==> src/rtl/pcs_link_supervisor_if.sv <==
// Bundle of per-channel control/status lines between the PCS/PMA side,
// the mii_initializer/SiTCP side and the link supervisor.
`timescale 1ns/1ps
interface pcs_link_supervisor_if #(
    parameter int N_CH = 1
);
    logic [N_CH-1:0]   enable;
    logic [N_CH-1:0]   force_retry;
    logic [N_CH-1:0]   resetdone;
    logic [N_CH-1:0]   link_up;
    logic [N_CH-1:0]   mii_complete;
    logic [N_CH-1:0]   pcs_reset;
    logic [N_CH-1:0]   mii_rst;
    logic [N_CH-1:0]   link_ok;
    logic [N_CH-1:0]   fail;
    logic [3*N_CH-1:0] state;
    logic [8*N_CH-1:0] retry_cnt;
    logic              all_up;

    // Surrounding system: drives enables and raw PCS/MII status, observes supervisor outputs
    modport master (
        output enable, force_retry, resetdone, link_up, mii_complete,
        input  pcs_reset, mii_rst, link_ok, fail, state, retry_cnt, all_up
    );

    // Supervisor itself
    modport slave (
        input  enable, force_retry, resetdone, link_up, mii_complete,
        output pcs_reset, mii_rst, link_ok, fail, state, retry_cnt, all_up
    );
endinterface

==> src/rtl/pcs_link_supervisor.sv <==
// Per-channel bring-up and health supervisor for SFP 1000BASE-X PCS/PMA links.
// Each channel walks IDLE -> POR -> RST -> WDONE -> MII -> WLINK -> UP and
// retries from RST on timeout or link loss until its attempt budget runs out.
`timescale 1ns/1ps
module pcs_link_supervisor #(
    parameter int N_CH      = 1,
    parameter int POR_CYC   = 16,
    parameter int PULSE_W   = 4,
    parameter int DONE_TO   = 1000000,
    parameter int MII_TO    = 65536,
    parameter int LINK_TO   = 2000000,
    parameter int LOSS_CYC  = 1024,
    parameter int MAX_RETRY = 8
) (
    input logic                  CLK,
    input logic                  RSTn,
    pcs_link_supervisor_if.slave bus
);

    typedef enum logic [2:0] {
        IDLE  = 3'd0,
        POR   = 3'd1,
        RST   = 3'd2,
        WDONE = 3'd3,
        MII   = 3'd4,
        WLINK = 3'd5,
        UP    = 3'd6,
        FAIL  = 3'd7
    } chanState_e;

    // One shared-per-channel timer covers every timed state, so it is sized for the longest one
    localparam int T1   = (POR_CYC > PULSE_W) ? POR_CYC : PULSE_W;
    localparam int T2   = (T1 > DONE_TO) ? T1 : DONE_TO;
    localparam int T3   = (T2 > MII_TO) ? T2 : MII_TO;
    localparam int TMAX = (T3 > LINK_TO) ? T3 : LINK_TO;
    localparam int TW   = $clog2(TMAX + 1);
    localparam int LW   = $clog2(LOSS_CYC + 1);

    chanState_e      state_q [N_CH];
    chanState_e      state_d [N_CH];
    logic [TW-1:0]   timer_q [N_CH];
    logic [TW-1:0]   timer_d [N_CH];
    logic [LW-1:0]   loss_q  [N_CH];
    logic [LW-1:0]   loss_d  [N_CH];
    logic [7:0]      retry_q [N_CH];
    logic [7:0]      retry_d [N_CH];

    logic [N_CH-1:0] rdSync1_q, rdSync2_q, rdSync3_q;
    logic [N_CH-1:0] luSync1_q, luSync2_q;
    logic [N_CH-1:0] rdRise, forceHit, goRetry, stateEntry;

    logic [N_CH-1:0] pcsReset_q, pcsReset_d;
    logic [N_CH-1:0] miiRst_q, miiRst_d;
    logic [N_CH-1:0] linkOk_q, linkOk_d;
    logic [N_CH-1:0] fail_q, fail_d;
    logic            allUp_q, allUp_d;

    logic [3*N_CH-1:0] stateVec;
    logic [8*N_CH-1:0] retryVec;

    assign rdRise   = rdSync2_q & ~rdSync3_q;
    assign forceHit = bus.force_retry & bus.enable;

    // Bring the asynchronous PCS status lines into the clock domain; third resetdone flop gives edge detect
    always_ff @(posedge CLK) begin
        if (!RSTn) begin
            rdSync1_q <= '0;
            rdSync2_q <= '0;
            rdSync3_q <= '0;
            luSync1_q <= '0;
            luSync2_q <= '0;
        end else begin
            rdSync1_q <= bus.resetdone;
            rdSync2_q <= rdSync1_q;
            rdSync3_q <= rdSync2_q;
            luSync1_q <= bus.link_up;
            luSync2_q <= luSync1_q;
        end
    end

    // Per-channel next state, counters and registered-output next values
    always_comb begin
        goRetry    = '0;
        stateEntry = '0;
        pcsReset_d = '0;
        miiRst_d   = '0;
        linkOk_d   = '0;
        fail_d     = '0;
        for (int i = 0; i < N_CH; i++) begin
            state_d[i] = state_q[i];
            timer_d[i] = timer_q[i];
            loss_d[i]  = '0;
            retry_d[i] = retry_q[i];

            case (state_q[i])
                IDLE: begin
                    if (bus.enable[i]) state_d[i] = POR;
                end
                POR: begin
                    timer_d[i] = timer_q[i] + TW'(1);
                    if (timer_q[i] == TW'(POR_CYC - 1)) state_d[i] = RST;
                end
                RST: begin
                    timer_d[i] = timer_q[i] + TW'(1);
                    if (timer_q[i] == TW'(PULSE_W - 1)) state_d[i] = WDONE;
                end
                WDONE: begin
                    timer_d[i] = timer_q[i] + TW'(1);
                    if (rdRise[i])                           state_d[i] = MII;
                    else if (timer_q[i] == TW'(DONE_TO - 1)) goRetry[i] = 1'b1;
                end
                MII: begin
                    timer_d[i] = timer_q[i] + TW'(1);
                    if (bus.mii_complete[i])                state_d[i] = WLINK;
                    else if (timer_q[i] == TW'(MII_TO - 1)) goRetry[i] = 1'b1;
                end
                WLINK: begin
                    timer_d[i] = timer_q[i] + TW'(1);
                    if (luSync2_q[i])                        state_d[i] = UP;
                    else if (timer_q[i] == TW'(LINK_TO - 1)) goRetry[i] = 1'b1;
                end
                UP: begin
                    if (luSync2_q[i])                          loss_d[i] = '0;
                    else if (loss_q[i] == LW'(LOSS_CYC - 1))   goRetry[i] = 1'b1;
                    else                                       loss_d[i] = loss_q[i] + LW'(1);
                end
                FAIL: begin
                    state_d[i] = FAIL;
                end
                default: state_d[i] = IDLE;
            endcase

            if (goRetry[i]) begin
                state_d[i] = (retry_q[i] < 8'(MAX_RETRY)) ? RST : FAIL;
            end

            // Restart request outranks normal progress; dropping enable outranks both
            if (forceHit[i]) begin
                state_d[i] = POR;
                retry_d[i] = '0;
            end
            if (!bus.enable[i]) begin
                state_d[i] = IDLE;
            end

            // A forced restart re-enters POR even from POR, so it counts as an entry too
            stateEntry[i] = (state_d[i] != state_q[i]) || forceHit[i];
            if (stateEntry[i]) begin
                timer_d[i] = '0;
                loss_d[i]  = '0;
                if (state_d[i] == RST) begin
                    retry_d[i] = (retry_q[i] == 8'hFF) ? 8'hFF : retry_q[i] + 8'd1;
                end else if (state_d[i] == UP) begin
                    retry_d[i] = '0;
                end
            end

            pcsReset_d[i] = (state_d[i] == IDLE) || (state_d[i] == POR) ||
                            (state_d[i] == RST)  || (state_d[i] == FAIL);
            miiRst_d[i]   = stateEntry[i] && (state_d[i] == MII);
            linkOk_d[i]   = (state_d[i] == UP);
            fail_d[i]     = (state_d[i] == FAIL);
        end
        allUp_d = (|bus.enable) & (&(linkOk_d | ~bus.enable));
    end

    // Channel state, counters and registered outputs
    always_ff @(posedge CLK) begin
        if (!RSTn) begin
            for (int i = 0; i < N_CH; i++) begin
                state_q[i] <= IDLE;
                timer_q[i] <= '0;
                loss_q[i]  <= '0;
                retry_q[i] <= '0;
            end
            pcsReset_q <= '1;
            miiRst_q   <= '0;
            linkOk_q   <= '0;
            fail_q     <= '0;
            allUp_q    <= 1'b0;
        end else begin
            for (int i = 0; i < N_CH; i++) begin
                state_q[i] <= state_d[i];
                timer_q[i] <= timer_d[i];
                loss_q[i]  <= loss_d[i];
                retry_q[i] <= retry_d[i];
            end
            pcsReset_q <= pcsReset_d;
            miiRst_q   <= miiRst_d;
            linkOk_q   <= linkOk_d;
            fail_q     <= fail_d;
            allUp_q    <= allUp_d;
        end
    end

    // Flatten per-channel state and attempt count into the packed status buses
    always_comb begin
        stateVec = '0;
        retryVec = '0;
        for (int i = 0; i < N_CH; i++) begin
            stateVec[3*i +: 3] = state_q[i];
            retryVec[8*i +: 8] = retry_q[i];
        end
    end

    assign bus.pcs_reset = pcsReset_q;
    assign bus.mii_rst   = miiRst_q;
    assign bus.link_ok   = linkOk_q;
    assign bus.fail      = fail_q;
    assign bus.state     = stateVec;
    assign bus.retry_cnt = retryVec;
    assign bus.all_up    = allUp_q;

endmodule

==> src/flat_wrapper.sv <==
// flat-port wrapper written by rule: the top's interface ports become plain ports
module pcs_link_supervisor_flat 
#(
    parameter int N_CH      = 1,
    parameter int POR_CYC   = 16,
    parameter int PULSE_W   = 4,
    parameter int DONE_TO   = 1000000,
    parameter int MII_TO    = 65536,
    parameter int LINK_TO   = 2000000,
    parameter int LOSS_CYC  = 1024,
    parameter int MAX_RETRY = 8
)
  (CLK, RSTn, bus_enable, bus_force_retry, bus_resetdone, bus_link_up, bus_mii_complete, bus_pcs_reset, bus_mii_rst, bus_link_ok, bus_fail, bus_state, bus_retry_cnt, bus_all_up);
  pcs_link_supervisor_if #(.N_CH(N_CH)) bus_i ();
  input logic CLK;
  input logic RSTn;
  input wire logic [$bits(bus_i.enable)-1:0] bus_enable;
  input wire logic [$bits(bus_i.force_retry)-1:0] bus_force_retry;
  input wire logic [$bits(bus_i.resetdone)-1:0] bus_resetdone;
  input wire logic [$bits(bus_i.link_up)-1:0] bus_link_up;
  input wire logic [$bits(bus_i.mii_complete)-1:0] bus_mii_complete;
  output wire logic [$bits(bus_i.pcs_reset)-1:0] bus_pcs_reset;
  output wire logic [$bits(bus_i.mii_rst)-1:0] bus_mii_rst;
  output wire logic [$bits(bus_i.link_ok)-1:0] bus_link_ok;
  output wire logic [$bits(bus_i.fail)-1:0] bus_fail;
  output wire logic [$bits(bus_i.state)-1:0] bus_state;
  output wire logic [$bits(bus_i.retry_cnt)-1:0] bus_retry_cnt;
  output wire logic [$bits(bus_i.all_up)-1:0] bus_all_up;
  assign bus_i.enable = bus_enable;
  assign bus_i.force_retry = bus_force_retry;
  assign bus_i.resetdone = bus_resetdone;
  assign bus_i.link_up = bus_link_up;
  assign bus_i.mii_complete = bus_mii_complete;
  assign bus_pcs_reset = bus_i.pcs_reset;
  assign bus_mii_rst = bus_i.mii_rst;
  assign bus_link_ok = bus_i.link_ok;
  assign bus_fail = bus_i.fail;
  assign bus_state = bus_i.state;
  assign bus_retry_cnt = bus_i.retry_cnt;
  assign bus_all_up = bus_i.all_up;
  pcs_link_supervisor #(.N_CH(N_CH), .POR_CYC(POR_CYC), .PULSE_W(PULSE_W), .DONE_TO(DONE_TO), .MII_TO(MII_TO), .LINK_TO(LINK_TO), .LOSS_CYC(LOSS_CYC), .MAX_RETRY(MAX_RETRY)) u_core (.CLK(CLK), .RSTn(RSTn), .bus(bus_i));
endmodule
==> config.mk <==
export PLATFORM = sky130hd
export DESIGN_NAME = pcs_link_supervisor_flat
export DESIGN_NICKNAME = d
export VERILOG_FILES = /design/src/rtl/pcs_link_supervisor_if.sv /design/src/rtl/pcs_link_supervisor.sv /design/src/flat_wrapper.sv
export SDC_FILE = /design/constraint.sdc
export NUM_CORES = 1
export LEC_CHECK = 0
export BUFFER_PORTS_ARGS = -buffer_cell sky130_fd_sc_hd__buf_2
export CAP_MARGIN = 5
export CORE_MARGIN = 2
export CORE_UTILIZATION = 34
export DETAILED_ROUTE_END_ITERATION = 12
export GPL_ROUTABILITY_DRIVEN = 0
export PLACE_DENSITY = 0.57
export SLEW_MARGIN = 25
export SYNTH_ARGS = -nofsm -noshare
export SYNTH_HDL_FRONTEND = slang
export SYNTH_SLANG_ARGS = --single-unit
==> constraint.sdc <==
create_clock -name CLK -period 5 [get_ports CLK]
set_input_delay 1 -clock CLK [delete_from_list [all_inputs] [get_ports CLK]]
set_output_delay 1 -clock CLK [all_outputs]
set_load 0.05 [all_outputs]
## Word level (Yosys, flattened, before mapping)

Memory sizes are Yosys's and may differ from the RTL's.
Cells that the tools add are included.

| word-level totals | value |
|---|---|
| register bits after elaboration | 10 |
| bits in writable memories | 43 |
| input port bits | 7 |
| output and inout port bits | 16 |
| logic and storage cells | 96 |
| memories | 4 |

| operators by class | value |
|---|---|
| add/subtract/negate cells | 3 |
| magnitude comparators | 1 |
| eq/ne operators | 20 |
| muxes and demuxes | 40 |
| bitwise logic cells | 6 |
| reduce and logical (&&, ||, !) cells | 12 |

Memories:

| memory | words | bits a word | read ports | clocked after memory_dff | write ports | RTL line | text |
|---|---|---|---|---|---|---|---|
| u_core.timer_q | 1 | 21 | 1 | 0 | 1 | pcs_link_supervisor.sv:41 | `logic [TW-1:0] timer_q [N_CH];` |
| u_core.loss_q | 1 | 11 | 1 | 0 | 1 | pcs_link_supervisor.sv:43 | `logic [LW-1:0] loss_q [N_CH];` |
| u_core.retry_q | 1 | 8 | 1 | 0 | 1 | pcs_link_supervisor.sv:45 | `logic [7:0] retry_q [N_CH];` |
| u_core.state_q | 1 | 3 | 1 | 0 | 1 | pcs_link_supervisor.sv:39 | `chanState_e state_q [N_CH];` |

Operators with widths:

| cell | count |
|---|---|
| 21-bit 2-to-1 mux | 3 |
| 11-bit 2-to-1 mux | 5 |
| 8-bit 2-to-1 mux | 6 |
| 3-bit 2-to-1 mux | 10 |
| 21-bit by 1-bit adder with 21-bit output, second input constant | 1 |
| 21-bit by 16-bit equality test with 1-bit output, second input constant | 1 |
| 21-bit by 2-bit equality test with 1-bit output, second input constant | 1 |
| 21-bit by 20-bit equality test with 1-bit output, second input constant | 1 |
| 21-bit equality test, second input constant | 1 |
| 21-bit by 4-bit equality test with 1-bit output, second input constant | 1 |
| 3-bit equality test, second input constant | 7 |
| 3-bit one-hot mux with 7 select lines | 1 |
| 21-bit OR reduction | 1 |
| 1-bit 2-to-1 mux | 14 |
| 11-bit by 1-bit adder with 11-bit output, second input constant | 1 |
| 11-bit by 10-bit equality test with 1-bit output, second input constant | 1 |
| 11-bit OR reduction | 1 |
| 3-bit by 2-bit equality test with 1-bit output, second input constant | 3 |
| 8-bit by 1-bit adder with 8-bit output, second input constant | 1 |
| 8-bit equality test, second input constant | 1 |
| 8-bit by 4-bit less-than comparator with 1-bit output, second input constant | 1 |
| 8-bit OR reduction | 1 |
| 3-bit by 1-bit equality test with 1-bit output, second input constant | 2 |
| 3-bit logical NOT | 2 |
| other kinds (9) | 15 |

## Longest topological paths before layout

Gate-level depths: netlist of run 1.

| logic depth | value |
|---|---|
| depth in word-level cells | 12 |
| depth in mapped cells | 10 |
| depth with buffers taken out | 9 |

## Worst setup path after synthesis of run 1

No wires, ideal clock.

| timing | value |
|---|---|
| kind | input to register |
| from | input port bus_force_retry |
| to | memory u_core.retry_q[0][4] |
| library setup time | 0.119 ns |
| arrival | 2.679 ns |
| data required time | 4.881 ns |
| setup slack | 2.202 ns |
| cell stages on the path | 10 |
| path buffers | 2 |
| cell sequence | clkbuf_1 nand2b_1 a21oi_1 a2bb2oi_1 nand3_1 mux2i_1 or2_1 buf_2 nor2_1 o221a_1 |

| on the way | value |
|---|---|
| cells in the longest elaborated chain, start to end | 8 |
| elaborated cells on any way between the ends | 12 |
| classes of those cells | 3 x eq/ne; 7 x mux; 1 x bitwise; 1 x reduce/logical |

RTL lines:

| item | RTL line | text |
|---|---|---|
| from (decl) | flat_wrapper.sv:18 | `input wire logic [$bits(bus_i.force_retry)-1:0] bus_force_retry;` |
| 1-bit bitwise AND (*) | pcs_link_supervisor.sv:62 | `assign forceHit = bus.force_retry & bus.enable;` |
| 3-bit 2-to-1 mux | pcs_link_supervisor.sv:138 | `if (forceHit[i]) begin` |
| 3-bit 2-to-1 mux | pcs_link_supervisor.sv:142 | `if (!bus.enable[i]) begin` |
| 3-bit equality test | pcs_link_supervisor.sv:153 | `end else if (state_d[i] == UP) begin` |
| 8-bit 2-to-1 mux | pcs_link_supervisor.sv:153 |  |
| 8-bit 2-to-1 mux | pcs_link_supervisor.sv:151 | `if (state_d[i] == RST) begin` |
| 8-bit 2-to-1 mux (*) | pcs_link_supervisor.sv:148 | `if (stateEntry[i]) begin` |
| 8-bit 2-to-1 mux (no source line) (*) | n/a |  |
| to (decl) | pcs_link_supervisor.sv:45 |  |

Every way passes the cells marked *; elsewhere a longest branch is shown, timed or not.

## Worst setup path after layout of run 1

| timing | value |
|---|---|
| from | memory u_core.state_q[0][1] (netlist bit) |
| to | memory u_core.timer_q[0][11] (netlist bit) |

| on the way | value |
|---|---|
| cells in the longest elaborated chain, start to end | 10 |
| elaborated cells on any way between the ends | 25 |
| classes of those cells | 8 x eq/ne; 13 x mux; 3 x reduce/logical; 1 x memory |

RTL lines:

| item | RTL line | text |
|---|---|---|
| from (decl) | pcs_link_supervisor.sv:39 |  |
| memory read 1 x 3 bit (*) | n/a |  |
| 3-bit equality test, or another cell as far along | pcs_link_supervisor.sv:95 | `case (state_q[i])` |
| 3-bit one-hot mux with 7 select lines or 1-bit one-hot mux with 4 select lines (tied branches) | pcs_link_supervisor.sv:95 |  |
| 3-bit 2-to-1 mux | pcs_link_supervisor.sv:133 | `if (goRetry[i]) begin` |
| 3-bit 2-to-1 mux | pcs_link_supervisor.sv:138 |  |
| 3-bit 2-to-1 mux | pcs_link_supervisor.sv:142 |  |
| 3-bit inequality test | pcs_link_supervisor.sv:147 | `stateEntry[i] = (state_d[i] != state_q[i]) \|\| forceHit[i];` |
| 1-bit logical OR | pcs_link_supervisor.sv:147 |  |
| 21-bit 2-to-1 mux (*) | pcs_link_supervisor.sv:148 |  |
| 21-bit 2-to-1 mux (no source line) (*) | n/a |  |
| to (decl) | pcs_link_supervisor.sv:41 |  |

Marks and branches as above.

==> reports/metrics.yaml, run 1 <==
clock_tree:
  numCtsBuffers: 5
  cts_tree: "yes"
  postCtsSetupRepairBufs: 0
  cts.sinks: 53
  h-tree-depth: 2
  root_buffer: "clkbuf_8"
  clkTransAtPathRegs_ps: 90
  clk_path_buf_depth: 2
  clock_latency_ps: 300
  hold_buffers: 0
  post_cts_resized: 0
outcome:
  outcome: "complete, no violations"
placement:
  place_hpwl_mm: 4.478
  dp_cells: 445
  place.port_buffers: 22
layout:
  stdcell_count: 452
  nets: 357
  drive_above_1_share_pct: 13.26
  synthToLayoutAreaGrowth_pct: 8.775
  diodes: 0
yosys:
  yosysUniqueCellTypes: 55
  yosys_warnings: 0
  synth_common_cells: "dfxtp_1 (53), nor2_1 (29), and3_1 (28), nand3_1 (26), xnor2_1 (21)"
  synth_top_family_by_area: "simple AND/OR/NAND/NOR gates"
  synth-async-reset-ratio_pct: 0
  muxShareOfSynthArea_pct: 1.781
  yosysSeqAreaShare_pct: 36.84
  synthSimpleGateAreaFrac_pct: 36.23
  syn_nets: 342
  synth-compound-area-share_pct: 10.25
  synth_most_common_cell: "dfxtp_1"
  synth_edf_count: 0
  synth_cells: 332
  synth_area_leaders: "dfxtp_1 (37%), xnor2_1 (6.4%), and3_1 (6.1%)"
  synth_seq_cells: 53
  yosys_most_used_dff: "dfxtp_1"
  syn_avg_cell_area_um2: 8.675
  synthesis.area_mm2: 0.002880
  synth_top_area_share_pct: 36.84
  synthAdderAreaFrac_pct: 1.303
  synthXorXnorAreaFrac_pct: 9.687
  synth_area_leader_cell: "dfxtp_1"
pwr:
  leakagePower_uw: 0.001305
  ir_worst_vdd_mv: 0.1272
  p_per_area_mw_per_mm2: 228.4
setup_path:
  cp_max_fo: 21
  required_ps: 5250
  arrival_ps: 3460
  crit_path_end_kind: "flop"
  crit_type: "flop to flop"
  critPathLaunchType: "flop"
global_routing:
  grt_pass1_vias: 2345
  grt_first_pass_wirelength_mm: 11.04
  grt_usage_pct: 14.93
  grt_max_degree: 22
  overflow: 0
  antenna_found_initial: 0
sta:
  fin_crit_ps: 3208
  slew_headroom_pct: 43.56
  max_freq_mhz: 311.7
  clock_skew_ps: 9.201
  finalSetupTns_ps: 0
  hold_ws_ps: 437.1
  timing.final.max_slew_violations: 0
  rsz0062_at_grt: "no"
  worstMarginPinSlew_ps: 842.5
  finalHoldViolCount: 0
  finalSetupViolCount: 0
  post-route-period-util_pct: 64.16
detailed_routing:
  via_count: 2428
  viasPerCell: 5.372
  drt-total-wl_mm: 6.314
  drc: 0
  avgRoutedWirePerCell_um: 13.97
  drtAntennaViolNets: 0
  drt_pre_antenna_iters: 4
  drt-initial-drc-count: 127
min_path:
  min_path_type: "flop to flop"
die:
  start_util_pct: 35.05
  core-area_mm2: 0.008217
  die_y_um: 96.04
  io_pins: 23
  dieWidth_um: 96.04
  rows: 33
  die_area_mm2: 0.009224
flow_run:
  cap_viol_max_count: 0
[final timing paths]
check / startpoint / endpoint / slack (ps) / cells after the start
worst min register to register: u_core.luSync1_q$_SDFF_PN0_ / u_core.luSync2_q$_SDFF_PN0_ / 440 / 1
worst min-delay path: u_core.luSync1_q$_SDFF_PN0_ / u_core.luSync2_q$_SDFF_PN0_ / 440 / 1
worst max-delay path: u_core.state_q[0][1]$_SDFF_PN0_ / u_core.timer_q[0][11]$_SDFFE_PP0P_ / 1790 / 8
worst max register to register: u_core.state_q[0][1]$_SDFF_PN0_ / u_core.timer_q[0][11]$_SDFFE_PP0P_ / 1790 / 8
[area by class of cell]
cell class                      count  area, um^2
Fill cell                         820        5084
Multi-Input combinational cell    256        1707
Sequential cell                    53        1061
Tap cell                          105       131.4
Timing Repair Buffer               23       117.6
Clock buffer                        7       86.33
Inverter                            8       30.03
[kinds of logic (layout without fill, tap and decap cells)]
| family | after synthesis | after routing |
|---|---|---|
| buffers and inverters | 23 | 38 |
| AND/OR/NAND/NOR | 176 | 176 |
| XOR/XNOR | 31 | 31 |
| multiplexers | 5 | 5 |
| adder cells (fa/ha/maj) | 3 | 3 |
| AO/OA/AOI/OAI | 41 | 41 |
| flip-flops | 53 | 53 |
[power by group]
part	switching, uW	internal [uW]
clock network	132	110
logic	29.9	15.6
registers	3.36	424
total	166	550
[metrics by stage]
step | area [um^2] | setup slack (ps) | power (uW) | util (%)
6_report | 3133 | 1792 | 715.7 | 38.13
5_1_grt | 3133 | 1514 | 746.3 | 38.13
4_1_cts | 3133 | 1784 | 726.3 | 38.13
3_5_place_dp | 3047 | 1633 | 483.3 | 37.08
3_3_place_gp | 3047 | 1752 | 482.6 | 37.08
2_1_floorplan | 2880 | 2202 | 473.5 | -
[critical path, cell delays in order (launching register included)]
cell and delay [ps]:
dfxtp_1 640, inv_1 180, or3_1 420, o31ai_2 390
a211oi_4 200, mux2i_1 260, o21ai_2 130, xnor2_2 670
and3_1 270
[placed cells by master (no fill, tap or decap), types with 3 or more instances in the layout]
cell,instances
o21bai_1,3
nor3_1,8
nand3_1,26
inv_1,7
nor4_1,6
o21ai_0,4
nand4_1,12
and2_1,11
mux2i_1,4
ha_1,3
xnor2_1,21
nor3b_1,3
nor2b_1,6
a31oi_1,4
a2bb2oi_1,3
buf_2,22
xor2_1,9
nand2_1,20
a21oi_1,15
dfxtp_1,53
nor2_1,29
o221a_1,3
and3_1,28
clkbuf_8,6
[sequential cells by signal (all words and copies together), names as in the netlist]
signal and flops:
u_core.bus.all_up 1, u_core.bus.fail 1, u_core.bus.link_ok 1, u_core.bus.mii_rst 1
u_core.bus.pcs_reset 1, u_core.loss_q 11, u_core.luSync1_q 1, u_core.luSync2_q 1
u_core.rdSync1_q 1, u_core.rdSync2_q 1, u_core.rdSync3_q 1, u_core.retry_q 8
u_core.state_q 3, u_core.timer_q 21
[layer usage]
layer	up-vias	global-route usage [%]	share of wire (%)
met3	12	2.976	3.9
met4	0	5.595	1.7
met1	1135	20.61	50
li1	1227	-	-
met5	-	0	0
met2	54	22.92	45
No activity file was read; power rests on OpenSTA's default activity.
==> inputs of run 2 (changes only) <==
PLACE_DENSITY = 0.59   (was 0.57)
clock period = 2.9 ns   (was 5 ns; I/O delays follow)
==> reports/metrics.yaml, run 2 (synthesis gave the netlist of run 1 again) <==
placement:
  placed_area_mm2: 0.003189  # +4.7%
  dp_cells: 464  # +4.3%
  place.port_buffers: 22  # unchanged
  place_ws_ps: 16.62  # -1616 ps
  place_hpwl_mm: 4.723  # +5.5%
sta:
  rsz0062_at_grt: "no"
  worstMarginPinSlew_ps: 556.3  # -286.2 ps
  finalSetupTns_ps: 0  # unchanged
  slew_headroom_pct: 62.63  # +19 points
  clock_skew_ps: 14.01  # +4.806 ps
  finalSetupViolCount: 0  # unchanged
  max_freq_mhz: 370.1  # +19%
  post-route-period-util_pct: 93.17  # +29 points
  timing.final.max_slew_violations: 0  # unchanged
  fin_crit_ps: 2702  # -506.3 ps
  fin_ws_ps: 198.2  # -1594 ps
  finalHoldViolCount: 0  # unchanged
die:
  core-area_mm2: 0.008217  # unchanged
  rows: 33  # unchanged
  die_area_mm2: 0.009224  # unchanged
  start_util_pct: 35.05  # unchanged
  die_y_um: 96.04  # unchanged
  dieWidth_um: 96.04  # unchanged
  io_pins: 23  # unchanged
layout:
  largest_registers: "u_core.timer_q: 21 flops, u_core.loss_q: 11 flops, u_core.retry_q: 8 flops"
  nets: 376  # +5.3%
  largest_register_ffs: 21  # unchanged
  fin_area_mm2: 0.003293  # +5.1%
  synthToLayoutAreaGrowth_pct: 14.34
  mostFrequentLayoutCells: "dfxtp_1 (53), nor2_1 (29), and3_1 (28)"
  nFillCells: 832  # +1.5%
  stdcell_count: 471  # +4.2%
  final_common_cell: "dfxtp_1"
  diodes: 0  # unchanged
  top_register: "u_core.timer_q"
  drive_above_1_share_pct: 18.31  # +5.0 points
global_routing:
  grt_use_met2_pct: 23.38  # +0.46 points
  grt_max_degree: 22  # unchanged
  grt-busiest-layer: "met2"
  use_met3_pct: 2.662  # -0.31 points
  antenna_found_initial: 0  # unchanged
  grtUsageMet1_pct: 20.65  # +0.048 points
  grt_pass1_vias: 2313  # -1.4%
  grt_usage_pct: 15.02  # +0.099 points
  overflow: 0  # unchanged
  grt_first_pass_wirelength_mm: 10.96  # -0.75%
clock_tree:
  cts_tree: "yes"
  numCtsBuffers: 5  # unchanged
  clock_latency_ps: 310  # about the same
  postCtsSetupRepairBufs: 0  # unchanged
  clkTransAtPathRegs_ps: 100  # about the same
  root_buffer: "clkbuf_8"
  h-tree-depth: 2  # unchanged
  clk_path_buf_depth: 2  # unchanged
  cts.sinks: 53  # unchanged
detailed_routing:
  viasPerCell: 5.261  # -2.1%
  via_count: 2478  # +2.1%
  drc: 0  # unchanged
  drt-initial-drc-count: 143  # +13%
  drtAntennaViolNets: 0  # unchanged
  drt_pre_antenna_iters: 4  # unchanged
  drt-total-wl_mm: 6.395  # +1.3%
  avgRoutedWirePerCell_um: 13.58  # -2.8%
setup_path:
  path_buf_inv: 1  # unchanged
  slowest_stage: "or4_4"
  crit_path_end_kind: "flop"
  critPathTopFamily: "simple AND/OR/NAND/NOR gates"
  cp_max_fo: 9  # -57%
  crit_type: "flop to flop"
  critPathLaunchType: "flop"
  arrival_ps: 2910  # -550 ps
  required_ps: 3110  # -2140 ps
  cp_cell_sequence: "or4_4 > nor3_1 > and4_4 > a211oi_4 > buf_4 > mux2i_1 > a211o_1 > and2_4 > o221a_1"
  cp_slowest_stage_delay_ps: 580  # -90 ps
pwr:
  leakagePower_uw: 0.001400  # +7.2%
  ir_worst_vdd_mv: 0.1825  # +43%
  power_uw: 1250  # +75%
  p_per_area_mw_per_mm2: 379.7  # +66%
outcome:
  outcome: "complete, no violations"
min_path:
  min_path_type: "flop to flop"
flow_run:
  cap_viol_max_count: 0  # unchanged
-- run 2: final cells by class --
cell class	instances	area (um^2)	area share [%]
timing repair buffer	42	260.3	7.903
clock inverter	1	7.507	0.2280
clock buffer	6	82.58	2.508
multi-input combinational	256	1720	52.24
inverter	8	30.03	0.9119
tap	105	131.4	3.989
sequential	53	1061	32.22
-- run 2: final timing paths --
kind / slack, ps / from / depth (start not counted) / end
setup reg to reg: 200 / u_core.timer_q[0][20]$_SDFFE_PP0P_ / 9 / u_core.retry_q[0][7]$_SDFF_PN0_
hold reg to reg: 440 / u_core.luSync1_q$_SDFF_PN0_ / 1 / u_core.luSync2_q$_SDFF_PN0_
hold / removal: 440 / u_core.luSync1_q$_SDFF_PN0_ / 1 / u_core.luSync2_q$_SDFF_PN0_
setup / recovery: 200 / u_core.timer_q[0][20]$_SDFFE_PP0P_ / 9 / u_core.retry_q[0][7]$_SDFF_PN0_
-- run 2: report_power, final --
group / total (uW) / internal (uW) / switching (uW) / leakage, uW
Sequential: 736 / 732 / 3.67 / 0.000428
Clock: 428 / 189 / 239 / 0.0000433
Combinational: 86.8 / 31.7 / 55.1 / 0.000928
-- run 2: repair_timing --
item / 4_1_cts / 5_1_grt
endpoints found under the setup margin: 0 / 26
hold buffers: 0 / 0
gates resized for setup: 0 / 2
-- run 2: through the flow --
| stage | hold WS [ps] | utilization [%] |
|---|---|---|
| 2_1_floorplan | 411.9 | - |
| 6_report | 437.0 | 40.08 |
| 5_1_grt | 467.8 | 40.08 |
| 4_1_cts | 442.6 | 39.91 |
| 3_5_place_dp | 421.6 | 38.82 |
| 3_3_place_gp | 414.5 | 38.82 |
-- run 2: metal layers --
| layer | up-vias | routed length (um) |
|---|---|---|
| met5 | - | 0 |
| met2 | 45 | 2885 |
| met3 | 9 | 191 |
| li1 | 1262 | - |
| met4 | 0 | 95 |
| met1 | 1162 | 3222 |
